[config.mk]
export PLATFORM = sky130hd
export DESIGN_NAME = reg_wb_queue
export DESIGN_NICKNAME = d
export VERILOG_FILES = /design/src/rtl/reg_wb_queue_pkg.sv /design/src/rtl/wb_fifo.sv /design/src/rtl/reg_wb_queue.sv
export SDC_FILE = /design/constraint.sdc
export NUM_CORES = 1
export LEC_CHECK = 0
export BUFFER_PORTS_ARGS = -buffer_cell sky130_fd_sc_hd__clkbuf_2
export CELL_PAD_IN_SITES_DETAIL_PLACEMENT = 0
export CELL_PAD_IN_SITES_GLOBAL_PLACEMENT = 1
export CORE_UTILIZATION = 44
export CTS_BUF_LIST = sky130_fd_sc_hd__clkbuf_8 sky130_fd_sc_hd__clkbuf_16
export DETAILED_ROUTE_END_ITERATION = 10
export HOLD_SLACK_MARGIN = 0.15
export PLACE_DENSITY = 0.87
export SKIP_CTS_REPAIR_TIMING = 1
export SLEW_MARGIN = 25
export SYNTH_ARGS = -nofsm -noshare
export SYNTH_HDL_FRONTEND = slang
export SYNTH_HIERARCHICAL = 1
export SYNTH_SLANG_ARGS = --single-unit
[constraint.sdc]
create_clock -name clk -period 2.8 [get_ports clk]
set_input_delay 0.56 -clock clk [delete_from_list [all_inputs] [get_ports clk]]
set_output_delay 0.56 -clock clk [all_outputs]
set_load 0.1 [all_outputs]
[src/rtl/reg_wb_queue_pkg.sv]
// Shared definitions for the register write-back queue.
// RF_* widths match the downstream reg_file write port. PREF_* encode which
// producer wins the next contest for the last free FIFO slot.
package reg_wb_queue_pkg;
  localparam int RF_DATA_W   = 32;
  localparam int RF_ADDR_W   = 5;
  localparam int RF_ZERO_REG = 0;

  localparam logic PREF_A = 1'b0;
  localparam logic PREF_B = 1'b1;
endpackage

[src/rtl/wb_fifo.sv]
// In-order write FIFO, DEPTH x {addr,data}.
// Up to two pushes per cycle (A lands ahead of B) and one pop per cycle.
// Ports:
//   push_a_i/a_addr_i/a_data_i  first push of the cycle
//   push_b_i/b_addr_i/b_data_i  second push of the cycle
//   pop_i                       remove head (caller guarantees non-empty)
//   head_addr_o/head_data_o     current head entry
//   count_o                     occupied entries
//   ent_vld_o/ent_addr_o        per-slot valid + addr, used for hazard compare
module wb_fifo
  import reg_wb_queue_pkg::*;
#(
  parameter int DATA_W = RF_DATA_W,
  parameter int ADDR_W = RF_ADDR_W,
  parameter int DEPTH  = 4
) (
  input  logic                             clk,
  input  logic                             rst,
  input  logic                             push_a_i,
  input  logic [ADDR_W-1:0]                a_addr_i,
  input  logic [DATA_W-1:0]                a_data_i,
  input  logic                             push_b_i,
  input  logic [ADDR_W-1:0]                b_addr_i,
  input  logic [DATA_W-1:0]                b_data_i,
  input  logic                             pop_i,
  output logic [ADDR_W-1:0]                head_addr_o,
  output logic [DATA_W-1:0]                head_data_o,
  output logic [$clog2(DEPTH):0]           count_o,
  output logic [DEPTH-1:0]                 ent_vld_o,
  output logic [DEPTH-1:0][ADDR_W-1:0]     ent_addr_o
);
  localparam int PTR_W = $clog2(DEPTH);
  localparam int CNT_W = PTR_W + 1;

  logic [DEPTH-1:0][ADDR_W-1:0] addr_q;
  logic [DEPTH-1:0][DATA_W-1:0] data_q;
  logic [DEPTH-1:0]             vld_q, vld_d;
  logic [PTR_W-1:0]             wr_ptr_q, wr_ptr_d, rd_ptr_q, rd_ptr_d, b_slot;
  logic [CNT_W-1:0]             count_q, count_d;

  // B goes into the slot after A when both push together.
  assign b_slot = wr_ptr_q + PTR_W'(push_a_i);

  always_comb begin
    vld_d = vld_q;
    if (pop_i)    vld_d[rd_ptr_q] = 1'b0;
    if (push_a_i) vld_d[wr_ptr_q] = 1'b1;
    if (push_b_i) vld_d[b_slot]   = 1'b1;
    wr_ptr_d = wr_ptr_q + PTR_W'(push_a_i) + PTR_W'(push_b_i);
    rd_ptr_d = rd_ptr_q + PTR_W'(pop_i);
    count_d  = count_q + CNT_W'(push_a_i) + CNT_W'(push_b_i) - CNT_W'(pop_i);
  end

  always_ff @(posedge clk or posedge rst) begin
    if (rst) begin
      vld_q    <= '0;
      wr_ptr_q <= '0;
      rd_ptr_q <= '0;
      count_q  <= '0;
    end else begin
      vld_q    <= vld_d;
      wr_ptr_q <= wr_ptr_d;
      rd_ptr_q <= rd_ptr_d;
      count_q  <= count_d;
    end
  end

  // Payload needs no reset; slot valid bits gate every use of it.
  always_ff @(posedge clk) begin
    if (push_a_i) begin
      addr_q[wr_ptr_q] <= a_addr_i;
      data_q[wr_ptr_q] <= a_data_i;
    end
    if (push_b_i) begin
      addr_q[b_slot] <= b_addr_i;
      data_q[b_slot] <= b_data_i;
    end
  end

  assign head_addr_o = addr_q[rd_ptr_q];
  assign head_data_o = data_q[rd_ptr_q];
  assign count_o     = count_q;
  assign ent_vld_o   = vld_q;
  assign ent_addr_o  = addr_q;
endmodule

[src/rtl/reg_wb_queue.sv]
// Write-back queue in front of the reg_file write port.
// Merges producer A (ALU) and B (load unit) over valid/ready, buffers writes
// in order, drains one per cycle onto registered rf_we/rf_waddr/rf_wdata and
// reports pending-write hazards for two operand-stage read addresses.
// Ports:
//   a_*/b_*            producer handshakes (addr, data)
//   rf_hold            write port owned elsewhere this cycle: no drain
//   rf_we/waddr/wdata  registered write to reg_file
//   chk_addrN/busyN    combinational pending-write query
//   count/full/empty   FIFO occupancy (output register not counted)
module reg_wb_queue
  import reg_wb_queue_pkg::*;
#(
  parameter int DATA_W  = RF_DATA_W,
  parameter int ADDR_W  = RF_ADDR_W,
  parameter int DEPTH   = 4,
  parameter bit DROP_X0 = 1'b1
) (
  input  logic                   clk,
  input  logic                   rst,
  input  logic                   a_valid,
  output logic                   a_ready,
  input  logic [ADDR_W-1:0]      a_addr,
  input  logic [DATA_W-1:0]      a_data,
  input  logic                   b_valid,
  output logic                   b_ready,
  input  logic [ADDR_W-1:0]      b_addr,
  input  logic [DATA_W-1:0]      b_data,
  input  logic                   rf_hold,
  output logic                   rf_we,
  output logic [ADDR_W-1:0]      rf_waddr,
  output logic [DATA_W-1:0]      rf_wdata,
  input  logic [ADDR_W-1:0]      chk_addr1,
  input  logic [ADDR_W-1:0]      chk_addr2,
  output logic                   chk_busy1,
  output logic                   chk_busy2,
  output logic [$clog2(DEPTH):0] count,
  output logic                   full,
  output logic                   empty
);
  localparam int CNT_W = $clog2(DEPTH) + 1;

  logic                         pref_q, pref_d;
  logic                         rf_we_q;
  logic [ADDR_W-1:0]            rf_waddr_q, head_addr;
  logic [DATA_W-1:0]            rf_wdata_q, head_data;
  logic                         free_ge2, free_one, contest, push_a, push_b, pop;
  logic [DEPTH-1:0]             ent_vld;
  logic [DEPTH-1:0][ADDR_W-1:0] ent_addr;

  function automatic logic is_x0(input logic [ADDR_W-1:0] ad);
    return DROP_X0 && (ad == ADDR_W'(RF_ZERO_REG));
  endfunction

  // Credit comes from the registered count only; a pop this edge does not
  // free a slot for this edge's push.
  assign free_ge2 = (count <= CNT_W'(DEPTH - 2));
  assign free_one = (count == CNT_W'(DEPTH - 1));
  assign full     = (count == CNT_W'(DEPTH));
  assign empty    = (count == '0);

  always_comb begin
    a_ready = free_ge2;
    b_ready = free_ge2;
    if (free_one) begin
      a_ready = ~b_valid | (pref_q == PREF_A);
      b_ready = ~a_valid | (pref_q == PREF_B);
    end
    // Fairness: the loser of a last-slot contest wins the next one.
    contest = free_one & a_valid & b_valid;
    pref_d  = contest ? ~pref_q : pref_q;
  end

  // x0 writes complete the handshake but never occupy a slot.
  assign push_a = a_valid & a_ready & ~is_x0(a_addr);
  assign push_b = b_valid & b_ready & ~is_x0(b_addr);
  assign pop    = ~rf_hold & ~empty;

  wb_fifo #(.DATA_W(DATA_W), .ADDR_W(ADDR_W), .DEPTH(DEPTH)) u_fifo (
    .clk(clk), .rst(rst),
    .push_a_i(push_a), .a_addr_i(a_addr), .a_data_i(a_data),
    .push_b_i(push_b), .b_addr_i(b_addr), .b_data_i(b_data),
    .pop_i(pop),
    .head_addr_o(head_addr), .head_data_o(head_data),
    .count_o(count), .ent_vld_o(ent_vld), .ent_addr_o(ent_addr)
  );

  always_ff @(posedge clk or posedge rst) begin
    if (rst) begin
      pref_q     <= PREF_A;
      rf_we_q    <= 1'b0;
      rf_waddr_q <= '0;
      rf_wdata_q <= '0;
    end else begin
      pref_q  <= pref_d;
      rf_we_q <= pop;
      if (pop) begin
        rf_waddr_q <= head_addr;
        rf_wdata_q <= head_data;
      end
    end
  end

  assign rf_we    = rf_we_q;
  assign rf_waddr = rf_waddr_q;
  assign rf_wdata = rf_wdata_q;

  // A write stays pending until its rf_we cycle ends, so the output
  // register takes part in the compare alongside the queued entries.
  always_comb begin
    chk_busy1 = rf_we_q && (rf_waddr_q == chk_addr1);
    chk_busy2 = rf_we_q && (rf_waddr_q == chk_addr2);
    for (int i = 0; i < DEPTH; i++) begin
      if (ent_vld[i] && (ent_addr[i] == chk_addr1)) chk_busy1 = 1'b1;
      if (ent_vld[i] && (ent_addr[i] == chk_addr2)) chk_busy2 = 1'b1;
    end
    if (is_x0(chk_addr1)) chk_busy1 = 1'b0;
    if (is_x0(chk_addr2)) chk_busy2 = 1'b0;
  end
endmodule

==> results_dict.tcl <==
set metrics [dict create \
    synth_cell_type_count 40 \
    p_total_w 0.0180 \
    ant_nets 0 \
    crit_fanout 15 \
    endpoint_kind "flip-flop" \
    grt_remaining_overflow 0 \
    synth-seq-cells 198 \
    syn_area_per_cell_um2 9.10 \
    final_common_cell "nand2_1" \
    port_buffers 135 \
    gr-usage-all-layers 0.276 \
    num_vias 9088 \
    grt_pass1_wl_um 50200 \
    setup_viol 0 \
    maxSlewHeadroom 0.425 \
    cp.required_ps 3160 \
    crit_arrival_ps 2960 \
    cts_tree "done" \
    clk_pin_slew_ps 70 \
    switching_share 0.473 \
    root_buffer "clkbuf_16" \
    grt_pass1_vias 8989 \
    synth-async-reset-ratio 0.253 \
    numCtsBuffers 17 \
    die_y_um 153 \
    drive_above_1_share 0.279 \
    ir_drop_uv 919 \
    ios 136 \
    worst_slew_pin_slew_ps 862 \
    avgRoutedWirePerCell_um 21.2 \
    n_antenna_cell 0 \
    min_path_type "input pin to asynchronous set/reset pin" \
    finalCritPeriodShare 0.928 \
    grt_max_degree 53 \
    netlist_instances 1103 \
    status "completed" \
    p_int_w 0.00949 \
    hold_violations 0 \
    dp_worst_setup_slack_ps -9.56 \
    synth_fp_nets 1198 \
    rsz0062_at_grt "no" \
    cp_common_cell "buf_4" \
    route.detailed.drc 0 \
    final_util 0.536 \
    ys.warnings.count 6 \
    synth_edf_count 0 \
    layout.nets 1295 \
    power.switching_w 0.00853 \
    finalCriticalPeriod_ps 2600 \
    coreArea_um2 22100 \
    leakage_nw 4.92 \
    drt-vias-per-instance 6.09 \
    synth_area_um2 10000 \
    drtIter0Drc 863 \
    cts_sinks 198 \
    place.gp.congestion 0.899 \
    setup_tns_ps 0 \
    max_cap_viol_count 0 \
    clockBufferDepth 2 \
    power_frac_clock 0.142 \
    yosysSeqAreaShare 0.420 \
    crit_chain "a41oi_4 -> o311a_1 -> buf_4 -> nor3b_4 -> buf_4 -> nand2_1 -> a31oi_2" \
    antenna_found_initial 1 \
    p_seq_frac 0.311 \
    wl_um 31700 \
    final_cell_mix "301 x nand2_1, 148 x nor3_1, 148 x dfxtp_1" \
    powerDensity_nw_per_um2 1520 \
    critPathSlowestCell "nor3b_4" \
    cts-htree-levels 4 \
    rows 54 \
    max_stage_delay_ps 720 \
    dieArea_um2 23400 \
    area_growth_pct 17.9 \
    crit_path_start_kind "flip-flop" \
    fin_skew_ps 9.31 \
    clk_latency_ps 430 \
    dp_cells 1461 \
    fin_ws_ps 201 \
    die_width_um 153 \
    start_util 0.454 \
    ys.flop_type "dfxtp_1" \
    comb_power_share 0.547 \
    critPathKind "flip-flop to flip-flop" \
    max_freq_mhz 385 \
    drtPass1Iterations 5 \
    fin_cells 1493 \
    dpl.hpwl_um 20000 \
    slew_viol_final 0 \
]
## cells in the mapped netlist (2+ instances only)
master / count / share of area
a31oi_2: 20 / 0.025
ha_1: 4 / 0.0050
buf_1: 7 / 0.0026
fa_1: 2 / 0.0040
nor2_1: 3 / 0.0011
clkbuf_1: 27 / 0.010
buf_2: 52 / 0.026
nand2b_1: 3 / 0.0019
buf_4: 7 / 0.0052
mux2_4: 19 / 0.028
xor2_1: 42 / 0.037
buf_6: 11 / 0.012
dfrtp_1: 50 / 0.12
nand3b_1: 3 / 0.0022
mux2_2: 18 / 0.020
o21ai_0: 2 / 0.0010
nor3_1: 148 / 0.074
nor3b_1: 2 / 0.0015
o22a_1: 2 / 0.0017
or4_1: 2 / 0.0015
nor4_1: 10 / 0.0062
dfxtp_1: 148 / 0.30
and3b_1: 2 / 0.0017
xnor2_1: 13 / 0.011
a31oi_1: 128 / 0.080
inv_1: 6 / 0.0022
a21oi_1: 2 / 0.0010
o311a_1: 2 / 0.0020
nand2_1: 302 / 0.11
or3_1: 2 / 0.0012
nand3_1: 19 / 0.0095
mux4_2: 37 / 0.083
## power groups by stage
stage                     sequential [W]  combinational (W)  clock [W]
after floorplan                  0.00741            0.00558          0
after global placement           0.00559            0.00959          0
after detailed placement         0.00563            0.00979          0
after CTS                        0.00559            0.00982    0.00258
after global routing             0.00580             0.0105    0.00269
final                            0.00561            0.00986    0.00255
## layout make-up
class	instances	area [µm²]
multi-input cells	795	5350
clock inverters	14	160
repair buffers	182	1280
well taps	280	350
clock buffers	18	439
fillers	1975	10300
flip-flops and latches	198	4230
inverters	6	22.5
## sequential cells by signal, summed over array words and instances, names as in the netlist
name               flops
rf_wdata              32
u_fifo/data_q        128
rf_we                  1
pref_q                 1
u_fifo/ent_vld_o       4
u_fifo/ent_addr_o     20
u_fifo/count_o         3
u_fifo/wr_ptr_q        2
rf_waddr               5
u_fifo/rd_ptr_q        2
## per-stage QoR
| step | hold slack, ps | instance area, µm² |
|---|---|---|
| after detailed placement | 466 | 11200 |
| after floorplan | 412 | 10100 |
| after global routing | 223 | 11800 |
| after global placement | 452 | 11200 |
| final | 173 | 11800 |
| after CTS | 179 | 11800 |
## cells by family after synthesis
kind of cell,share of synthesized area
muxes,0.132
xor gates and xnor gates,0.0512
adders and majority gates,0.00897
DFF,0.420
buffers and inverters,0.0585
AOI/OAI and AO/OA,0.111
and+or+nand+nor,0.219
## metal layers
layer / routed length, µm / track usage / up-vias
li1: - / - / 4112
met1: 13000 / 0.361 / 4380
met2: 14900 / 0.448 / 500
met3: 2690 / 0.0493 / 96
met4: 1090 / 0.115 / 0
met5: 0 / 0 / -
## path summary, 6_finish.rpt
| kind | start | end | slack, ps | cells after the start |
|---|---|---|---|---|
| max in group asynchronous | rst | rf_wdata[13] | 1910 | 3 |
| worst max register to register | u_fifo/count_o[2] | u_fifo/data_q[7] | 200 | 7 |
| worst max-delay path | u_fifo/count_o[2] | u_fifo/data_q[7] | 200 | 7 |
| worst min register to register | u_fifo/data_q[126] | u_fifo/data_q[126] | 480 | 2 |
| min in group clk | a_data[9] | u_fifo/data_q[105] | 420 | 3 |
| worst min-delay path | rst | u_fifo/ent_vld_o[0] | 170 | 2 |
## worst max-delay path, delay by kind of cell (launching register included)
family	cells	cell delay [ps]
AO/OA/AOI/OAI	3	630
buffers and inverters	2	500
flip-flops	1	550
AND/OR/NAND/NOR	2	820
Note: power is estimated with default switching activity, not from simulation.
